===== src/rtl/config_pkg.sv =====
// Shared types and constants for the fabric configuration loader.
// Holds default geometry, FSM state encodings and the configuration word map.
package config_pkg;

    localparam int NUM_WORDS_DEF = 33;
    localparam int DATA_W_DEF    = 32;
    localparam int ADDR_W_DEF    = 6;

    localparam logic [2:0] S_IDLE  = 3'd0;
    localparam logic [2:0] S_LOAD  = 3'd1;
    localparam logic [2:0] S_CHECK = 3'd2;
    localparam logic [2:0] S_DONE  = 3'd3;
    localparam logic [2:0] S_ERR   = 3'd4;

    typedef enum logic [2:0] {
        ST_IDLE  = S_IDLE,
        ST_LOAD  = S_LOAD,
        ST_CHECK = S_CHECK,
        ST_DONE  = S_DONE,
        ST_ERR   = S_ERR
    } state_e;

    // Word map of one fabric image: 16 switch-box words, 16 LUT words, one control word.
    localparam int WIDX_SB_FIRST  = 0;
    localparam int WIDX_SB_LAST   = 15;
    localparam int WIDX_LUT_FIRST = 16;
    localparam int WIDX_LUT_LAST  = 31;
    localparam int WIDX_CTRL      = 32;

endpackage


===== src/rtl/cfg_checksum.sv =====
// Running modulo-2**DATA_W sum of the configuration words of one image.
// Latency: sum reflects a word one clock after add_en.
// Backpressure: none; adds whenever add_en is high.
module cfg_checksum
    import config_pkg::*;
#(
    parameter int DATA_W = DATA_W_DEF
) (
    input  logic              clock,
    input  logic              reset_n,
    input  logic              clear,
    input  logic              add_en,
    input  logic [DATA_W-1:0] add_data,
    output logic [DATA_W-1:0] sum
);

    always_ff @(posedge clock or negedge reset_n) begin
        if (!reset_n) begin
            sum <= '0;
        end else if (clear) begin
            sum <= '0;
        end else if (add_en) begin
            sum <= sum + add_data;
        end
    end

endmodule


===== src/rtl/config_loader.sv =====
// Streams NUM_WORDS configuration words into fabric storage, then releases the fabric.
// Latency: one clock from word acceptance to wr_en; done/fabric_en rise the cycle after the last write.
// Backpressure: valid/ready; stalls indefinitely on cfg_valid low. Checksum word under CFG_CHECKSUM_EN.
module config_loader
    import config_pkg::*;
#(
    parameter int NUM_WORDS = NUM_WORDS_DEF,
    parameter int DATA_W    = DATA_W_DEF,
    parameter int ADDR_W    = ADDR_W_DEF
) (
    input  logic              clock,
    input  logic              reset_n,
    input  logic              start,
    input  logic              cfg_valid,
    input  logic [DATA_W-1:0] cfg_data,
    output logic              cfg_ready,
    output logic              wr_en,
    output logic [ADDR_W-1:0] wr_addr,
    output logic [DATA_W-1:0] wr_data,
    output logic              fabric_en,
    output logic              busy,
    output logic              done,
    output logic              error
);

    // One extra bit so the counter can reach NUM_WORDS == 2**ADDR_W without wrapping.
    localparam int               CNT_W    = ADDR_W + 1;
    localparam logic [CNT_W-1:0] LAST_IDX = CNT_W'(NUM_WORDS - 1);

    state_e           state;
    state_e           state_nxt;
    logic [CNT_W-1:0] cnt;
    logic             accept;
    logic             load_word;
    logic             last_word;
    logic             start_ok;

    assign cfg_ready = (state == ST_LOAD) || (state == ST_CHECK);
    assign accept    = cfg_valid && cfg_ready;
    assign load_word = accept && (state == ST_LOAD);
    assign last_word = load_word && (cnt == LAST_IDX);
    assign start_ok  = start && ((state == ST_IDLE) || (state == ST_DONE) || (state == ST_ERR));

`ifdef CFG_CHECKSUM_EN
    logic [DATA_W-1:0] sum;
    logic              sum_ok;

    cfg_checksum #(
        .DATA_W (DATA_W)
    ) u_checksum (
        .clock    (clock),
        .reset_n  (reset_n),
        .clear    (start_ok),
        .add_en   (load_word),
        .add_data (cfg_data),
        .sum      (sum)
    );

    assign sum_ok = (cfg_data == sum);
`endif

    always_comb begin
        state_nxt = state;
        case (state)
            ST_IDLE, ST_DONE, ST_ERR: begin
                if (start) state_nxt = ST_LOAD;
            end
            ST_LOAD: begin
`ifdef CFG_CHECKSUM_EN
                if (last_word) state_nxt = ST_CHECK;
`else
                if (last_word) state_nxt = ST_DONE;
`endif
            end
            ST_CHECK: begin
`ifdef CFG_CHECKSUM_EN
                if (accept) state_nxt = sum_ok ? ST_DONE : ST_ERR;
`else
                state_nxt = ST_IDLE;
`endif
            end
            default: state_nxt = ST_IDLE;
        endcase
    end

    always_ff @(posedge clock or negedge reset_n) begin
        if (!reset_n) begin
            state   <= ST_IDLE;
            cnt     <= '0;
            wr_en   <= 1'b0;
            wr_addr <= '0;
            wr_data <= '0;
        end else begin
            state <= state_nxt;
            wr_en <= load_word;
            if (start_ok) begin
                cnt <= '0;
            end else if (load_word) begin
                cnt <= cnt + 1'b1;
            end
            if (load_word) begin
                wr_addr <= cnt[ADDR_W-1:0];
                wr_data <= cfg_data;
            end
        end
    end

    // DONE is entered on the same edge as the final write; hold the release off until that write retires.
    assign busy      = (state == ST_LOAD) || (state == ST_CHECK);
    assign done      = (state == ST_DONE) && !wr_en;
    assign fabric_en = (state == ST_DONE) && !wr_en;
    assign error     = (state == ST_ERR);

endmodule


===== config.mk =====
export PLATFORM = sky130hd
export DESIGN_NAME = config_loader
export DESIGN_NICKNAME = d
export VERILOG_FILES = /design/src/rtl/config_pkg.sv /design/src/rtl/cfg_checksum.sv /design/src/rtl/config_loader.sv
export SDC_FILE = /design/constraint.sdc
export NUM_CORES = 1
export LEC_CHECK = 0
export BUFFER_PORTS_ARGS = -buffer_cell sky130_fd_sc_hd__clkbuf_2
export CORE_UTILIZATION = 47
export CTS_CLUSTER_SIZE = 24
export DETAILED_ROUTE_END_ITERATION = 6
export PLACE_DENSITY_LB_ADDON = 0.15
export SYNTH_ARGS = -nofsm -noshare
export SYNTH_HDL_FRONTEND = slang
export SYNTH_SLANG_ARGS = --single-unit

===== constraint.sdc =====
create_clock -name clock -period 1.6 [get_ports clock]
set_input_delay 0.32 -clock clock [delete_from_list [all_inputs] [get_ports clock]]
set_output_delay 0.32 -clock clock [all_outputs]
set_load 0.005 [all_outputs]

# Word-level counts from Yosys, hierarchy flattened
# Index checks and enable logic that the tools add are counted.
dict set report totals {
  reg_bits 49
  latch_bits 0
  mem_bits_rw 0
  romBits 0
  inputBits 36
  output_inout_bits 44
  word_cells 31
  memories 0
}
dict set report classes {
  add_sub_neg 1
  n_mul 0
  div_mod_pow 0
  order_cmp 0
  n_eq_ne 7
  shift 0
  mux 5
  bitwise_logic 0
  reduce_logical 13
}
# operator count
set op_table {}
lappend op_table {{7-bit 2-to-1 mux} 2}
lappend op_table {{7-bit by 1-bit adder with 7-bit output (second input constant)} 1}
lappend op_table {{7-bit by 6-bit == test with 1-bit output (second input constant)} 1}
lappend op_table {{3-bit by 2-bit == test with 1-bit output (second input constant)} 2}
lappend op_table {{3-bit 2-to-1 mux} 2}
lappend op_table {{3-bit one-hot mux with 2 select lines} 1}
lappend op_table {{1-bit logical AND} 5}
lappend op_table {{2-bit inequality test (second input constant)} 2}
lappend op_table {{3-bit by 1-bit == test with 1-bit output (second input constant)} 1}
lappend op_table {{3-bit == test (second input constant)} 1}
lappend op_table {{3-bit zero test} 1}
lappend op_table {{1-bit logical OR} 3}
lappend op_table {{3-bit OR reduction} 1}
lappend op_table {{2-bit AND reduction} 1}
lappend op_table {{2-bit nonzero test} 1}
lappend op_table {{1-bit zero test} 1}

# Depth between registers and ports, before layout
dict set report depth {
  depth_word 7
  mapped_depth 8
  mapped_depth_nobuf 7
}

# Worst setup path before layout
# No wires, ideal clock.
dict set report synth_timing {
  kind {register -> register}
  from {reg state[1]}
  to {reg wr_addr[5]}
  setup_ns 0.065
  arrival_ns 1.334
  required_time_ns 1.535
  setup_slack_ns 0.201
  path_stages_with_launch 9
  n_path_buf 2
  period_less_slack_ns 1.399
  cell_sequence {dfrtp_1 inv_1 ha_1 nand2_1 inv_1 buf_2 buf_2 nand2_1 nand2_1}
}
dict set report synth_via {
  elab_chain_cells 4
  elab_cells_between_ends 5
  classes_between {2 x eq/ne; 3 x reduce/logical}
}
# item line_no
set synth_lines {}
lappend synth_lines {{from (decl)} config_loader.sv:30} ;# state_e state;
lappend synth_lines {{from (signal assigned)} config_loader.sv:94} ;# state <= state_nxt;
lappend synth_lines {{3-bit by 1-bit == test with 1-bit output or 3-bit by 2-bit == test with 1-bit output (tied branches)} {config_loader.sv:38, config_loader.sv:40}}
lappend synth_lines {{1-bit logical OR} config_loader.sv:38} ;# assign cfg_ready = (state == ST_LOAD) || (state == ST_CHECK);
lappend synth_lines {{1-bit logical AND} config_loader.sv:39} ;# assign accept = cfg_valid && cfg_ready;
lappend synth_lines {{1-bit logical AND *} config_loader.sv:40} ;# assign load_word = accept && (state == ST_LOAD);
lappend synth_lines {{to (signal assigned)} config_loader.sv:102} ;# wr_addr <= cnt[ADDR_W-1:0];
lappend synth_lines {{to (decl)} config_loader.sv:18} ;# output logic [ADDR_W-1:0] wr_addr,
# Every way passes the cells marked *; elsewhere a longest branch is shown, timed or not.
# A chain may end at the register's enable or synchronous reset.

# Worst setup path in the final report
dict set report layout_timing {
  from {reg state[0]}
  to {out done}
}
dict set report layout_via {
  elab_chain_cells 2
}
# item line_no
set layout_lines {}
lappend layout_lines {{3-bit by 2-bit == test with 1-bit output} config_loader.sv:110} ;# assign done = (state == ST_DONE) && !wr_en;
lappend layout_lines {{1-bit logical AND} config_loader.sv:110}
lappend layout_lines {{to (decl)} config_loader.sv:22} ;# output logic done,
# Every way passes these cells.

==> impl_metrics.yaml <==
status:
  status: "completed"
place:
  dp_hpwl_um: 2760
  numPortBuffers: 78
  placed_area_sq_um: 2440
  placed_cells: 337
  gp_congestion: 0.769
power_and_ir_drop:
  sw_frac_of_total: 0.338
  p_sw_uw: 1490
  p_leak_uw: 0.00148
  pwr-share-seq: 0.455
  total_power_uw: 4390
  comb_power_share: 0.360
  ir_worst_vdd_uv: 907
  p_int_uw: 2910
  power_density_nw_per_um2: 1690
  power_frac_clock: 0.185
grt:
  grt_pass1_vias: 1542
  antenna_found_initial: 0
  grt_remaining_overflow: 0
  grt_pass1_wl_um: 6760
  grt_use_total: 0.205
  grt_max_degree: 49
clock_network:
  cts_tree: "built"
  h-tree-depth: 2
  cts_root_buffer: "clkbuf_8"
  cts_buffers: 5
  worstSkewPairLatency_ns: 0.29
  cts_num_sinks: 48
  clk_pin_slew_ns: 0.08
  cts_max_path_buffers: 2
sta:
  fin_worst_skew_ns: 0.00244
  fmax_mhz: 642
  period_share: 0.974
  report.final.slew_viol_count: 0
  min_period_ns: 1.56
  setup_viol: 0
  rsz0062_at_grt: "yes"
  finalHoldViolCount: 0
floorplanning:
  die_height_um: 67.1
  die_x_um: 67.1
  rows: 23
  io_pins: 80
  coreArea_sq_um: 4030
  initial_core_util: 0.494
  die-area_sq_um: 4500
critical_path:
  critPathRequiredTime_ns: 1.28
  crit_start: "state[0]"
  critPathSlowestCell: "dfrtp_1"
  reg2reg_to: "cnt[3]"
  r2r_start: "state[1]"
  cp-start-kind: "flop"
  crit_chain: "buf_6, ha_2, nor2b_2, clkbuf_2"
  critPathKind: "flop to output pin"
  crit_end: "done"
  r2r_slack_ns: 0.09
  reg2reg_depth: 5
  path_buf_inv: 2
  endpoint_kind: "output pin"
  arrival_ns: 1.24
  crit_fanout: 3
  critPathTopFamily: "flip-flops"
  crit_cells: 4
  cpPeakStageDelay_ns: 0.40
logic_synthesis:
  syn_area_per_cell_sq_um: 9.17
  synth_cells: 217
  synth_top_cell_by_area: "dfrtp_1"
  synth_top_area_share: 0.603
  ys_types: 23
  seq_area_frac_synth: 0.603
  yosysWarnings: 0
  synth_fp_nets: 259
  synth.area.top_cells: "dfrtp_1, nand2_1, ha_1"
  synth_area_sq_um: 1990
  ys_ff_latch: 48
run:
  cap_viol_max_count: 0
route:
  firstDrtPassIters: 4
  wire_per_inst_um: 11.7
  drc: 0
  vias: 1632
  drtIter0Drc: 76
  ant_nets: 0
  routed_wl_um: 4020
  vias_per_cell: 4.73
cells_and_area:
  area_growth_pct: 30.5
  fin_area_sq_um: 2600
  diodes: 0
  layout-drive-gt1-share: 0.346
  final_common_cell: "nand2_1"
  final_cell_count_no_fill: 345
  most-common-layout-cells: "nand2_1, clkbuf_2, dfrtp_1, clkbuf_8"
  fin_nets: 338
min_path:
  min_path_type: "primary input to asynchronous set/reset pin"
power groups by stage:
stage | sequential [uW] | clock (uW) | combinational (uW)
after floorplan | 2030 | 0 | 787
after global placement | 2000 | 0 | 1510
after detailed placement | 2000 | 0 | 1570
after CTS | 2000 | 846 | 1570
after global routing | 2070 | 895 | 1870
final | 2000 | 813 | 1580
flip-flops by register name (all words and copies together), names as in the netlist:
register and count:
wr_en 1, cnt 7, wr_data 32, state 2
wr_addr 6
cell families (layout without fill, tap and decap cells):
logic type | count (synthesis) | count (layout) | synth area share
flip-flops | 48 | 48 | 0.603
AO/OA/AOI/OAI | 8 | 8 | 0.0251
buffers and inverters | 18 | 96 | 0.0415
multiplexers | 2 | 2 | 0.0126
other | 1 | 1 | 0.00188
XOR/XNOR | 4 | 4 | 0.0176
adder cells (fa/ha/maj) | 6 | 6 | 0.0377
AND/OR/NAND/NOR | 130 | 130 | 0.260
Yosys cell counts:
cell,number
nor3_1,2
inv_1,6
xor2_1,1
o21ai_0,4
o2bb2ai_2,1
buf_4,3
ha_1,6
nor4b_2,1
conb_1,1
mux2i_1,1
xnor2_1,3
nand4b_1,1
buf_2,3
dfrtp_1,48
nor2b_1,1
nor2_1,4
nand3_1,1
clkbuf_1,6
mux2_4,1
and2_1,1
a21oi_1,3
or3_1,2
nand2_1,117
stage by stage:
step / util / setup WS [ns] / hold WS [ns] / TNS, ns
2_1_floorplan: - / 0.201 / 0.0244 / 0
3_3_place_gp: 0.605 / 0.134 / 0.331 / 0
3_5_place_dp: 0.605 / 0.0357 / 0.328 / 0
4_1_cts: 0.632 / 0.0175 / 0.000904 / 0
5_1_grt: 0.645 / -0.0192 / 0.00391 / -0.0371
6_report: 0.645 / 0.0421 / 0.00235 / 0
worst reg2reg max path: stages, from the launching register on:
cell	delay, ns
dfrtp_1	0.45
inv_1	0.10
ha_2	0.22
nand3_2	0.16
or3_1	0.38
a21oi_1	0.14
area by class of cell:
| type | instances | area [sq um] |
|---|---|---|
| inverter | 6 | 22.5 |
| multi-input combinational | 151 | 742 |
| sequential | 48 | 1200 |
| tap | 50 | 62.6 |
| fill | 364 | 1430 |
| timing repair buffer | 84 | 472 |
| clock inverter | 1 | 30.0 |
| clock buffer | 5 | 68.8 |
layer usage:
metal  vias to the layer above  GRT usage  routed length, um  share of wire
met5                         -          0                  0              0
met4                         0     0.0718                 55          0.014
met3                         6     0.0651                190          0.047
met2                        45      0.339               1980           0.49
met1                       765      0.250               1800           0.45
li1                        816          -                  -              -
worst min-delay path by stage:
stage	slack [ns]	end	cells after the start	start
after floorplan	0.02	cnt[0]	0	reset_n
after global routing	0.004	wr_en	2	reset_n
final	0.002	wr_data[9]	2	reset_n
after global placement	0.33	wr_data[9]	2	reset_n
after CTS	0.0009	wr_data[2]	2	reset_n
after detailed placement	0.33	wr_data[9]	2	reset_n
repair_timing:
action | CTS | global route
endpoints found under the setup margin | 2 | 33
setup buffers | 1 | 1
hold buffers | 0 | 0
gates resized for setup | 1 | 11
No activity file was read; power rests on OpenSTA's default activity.
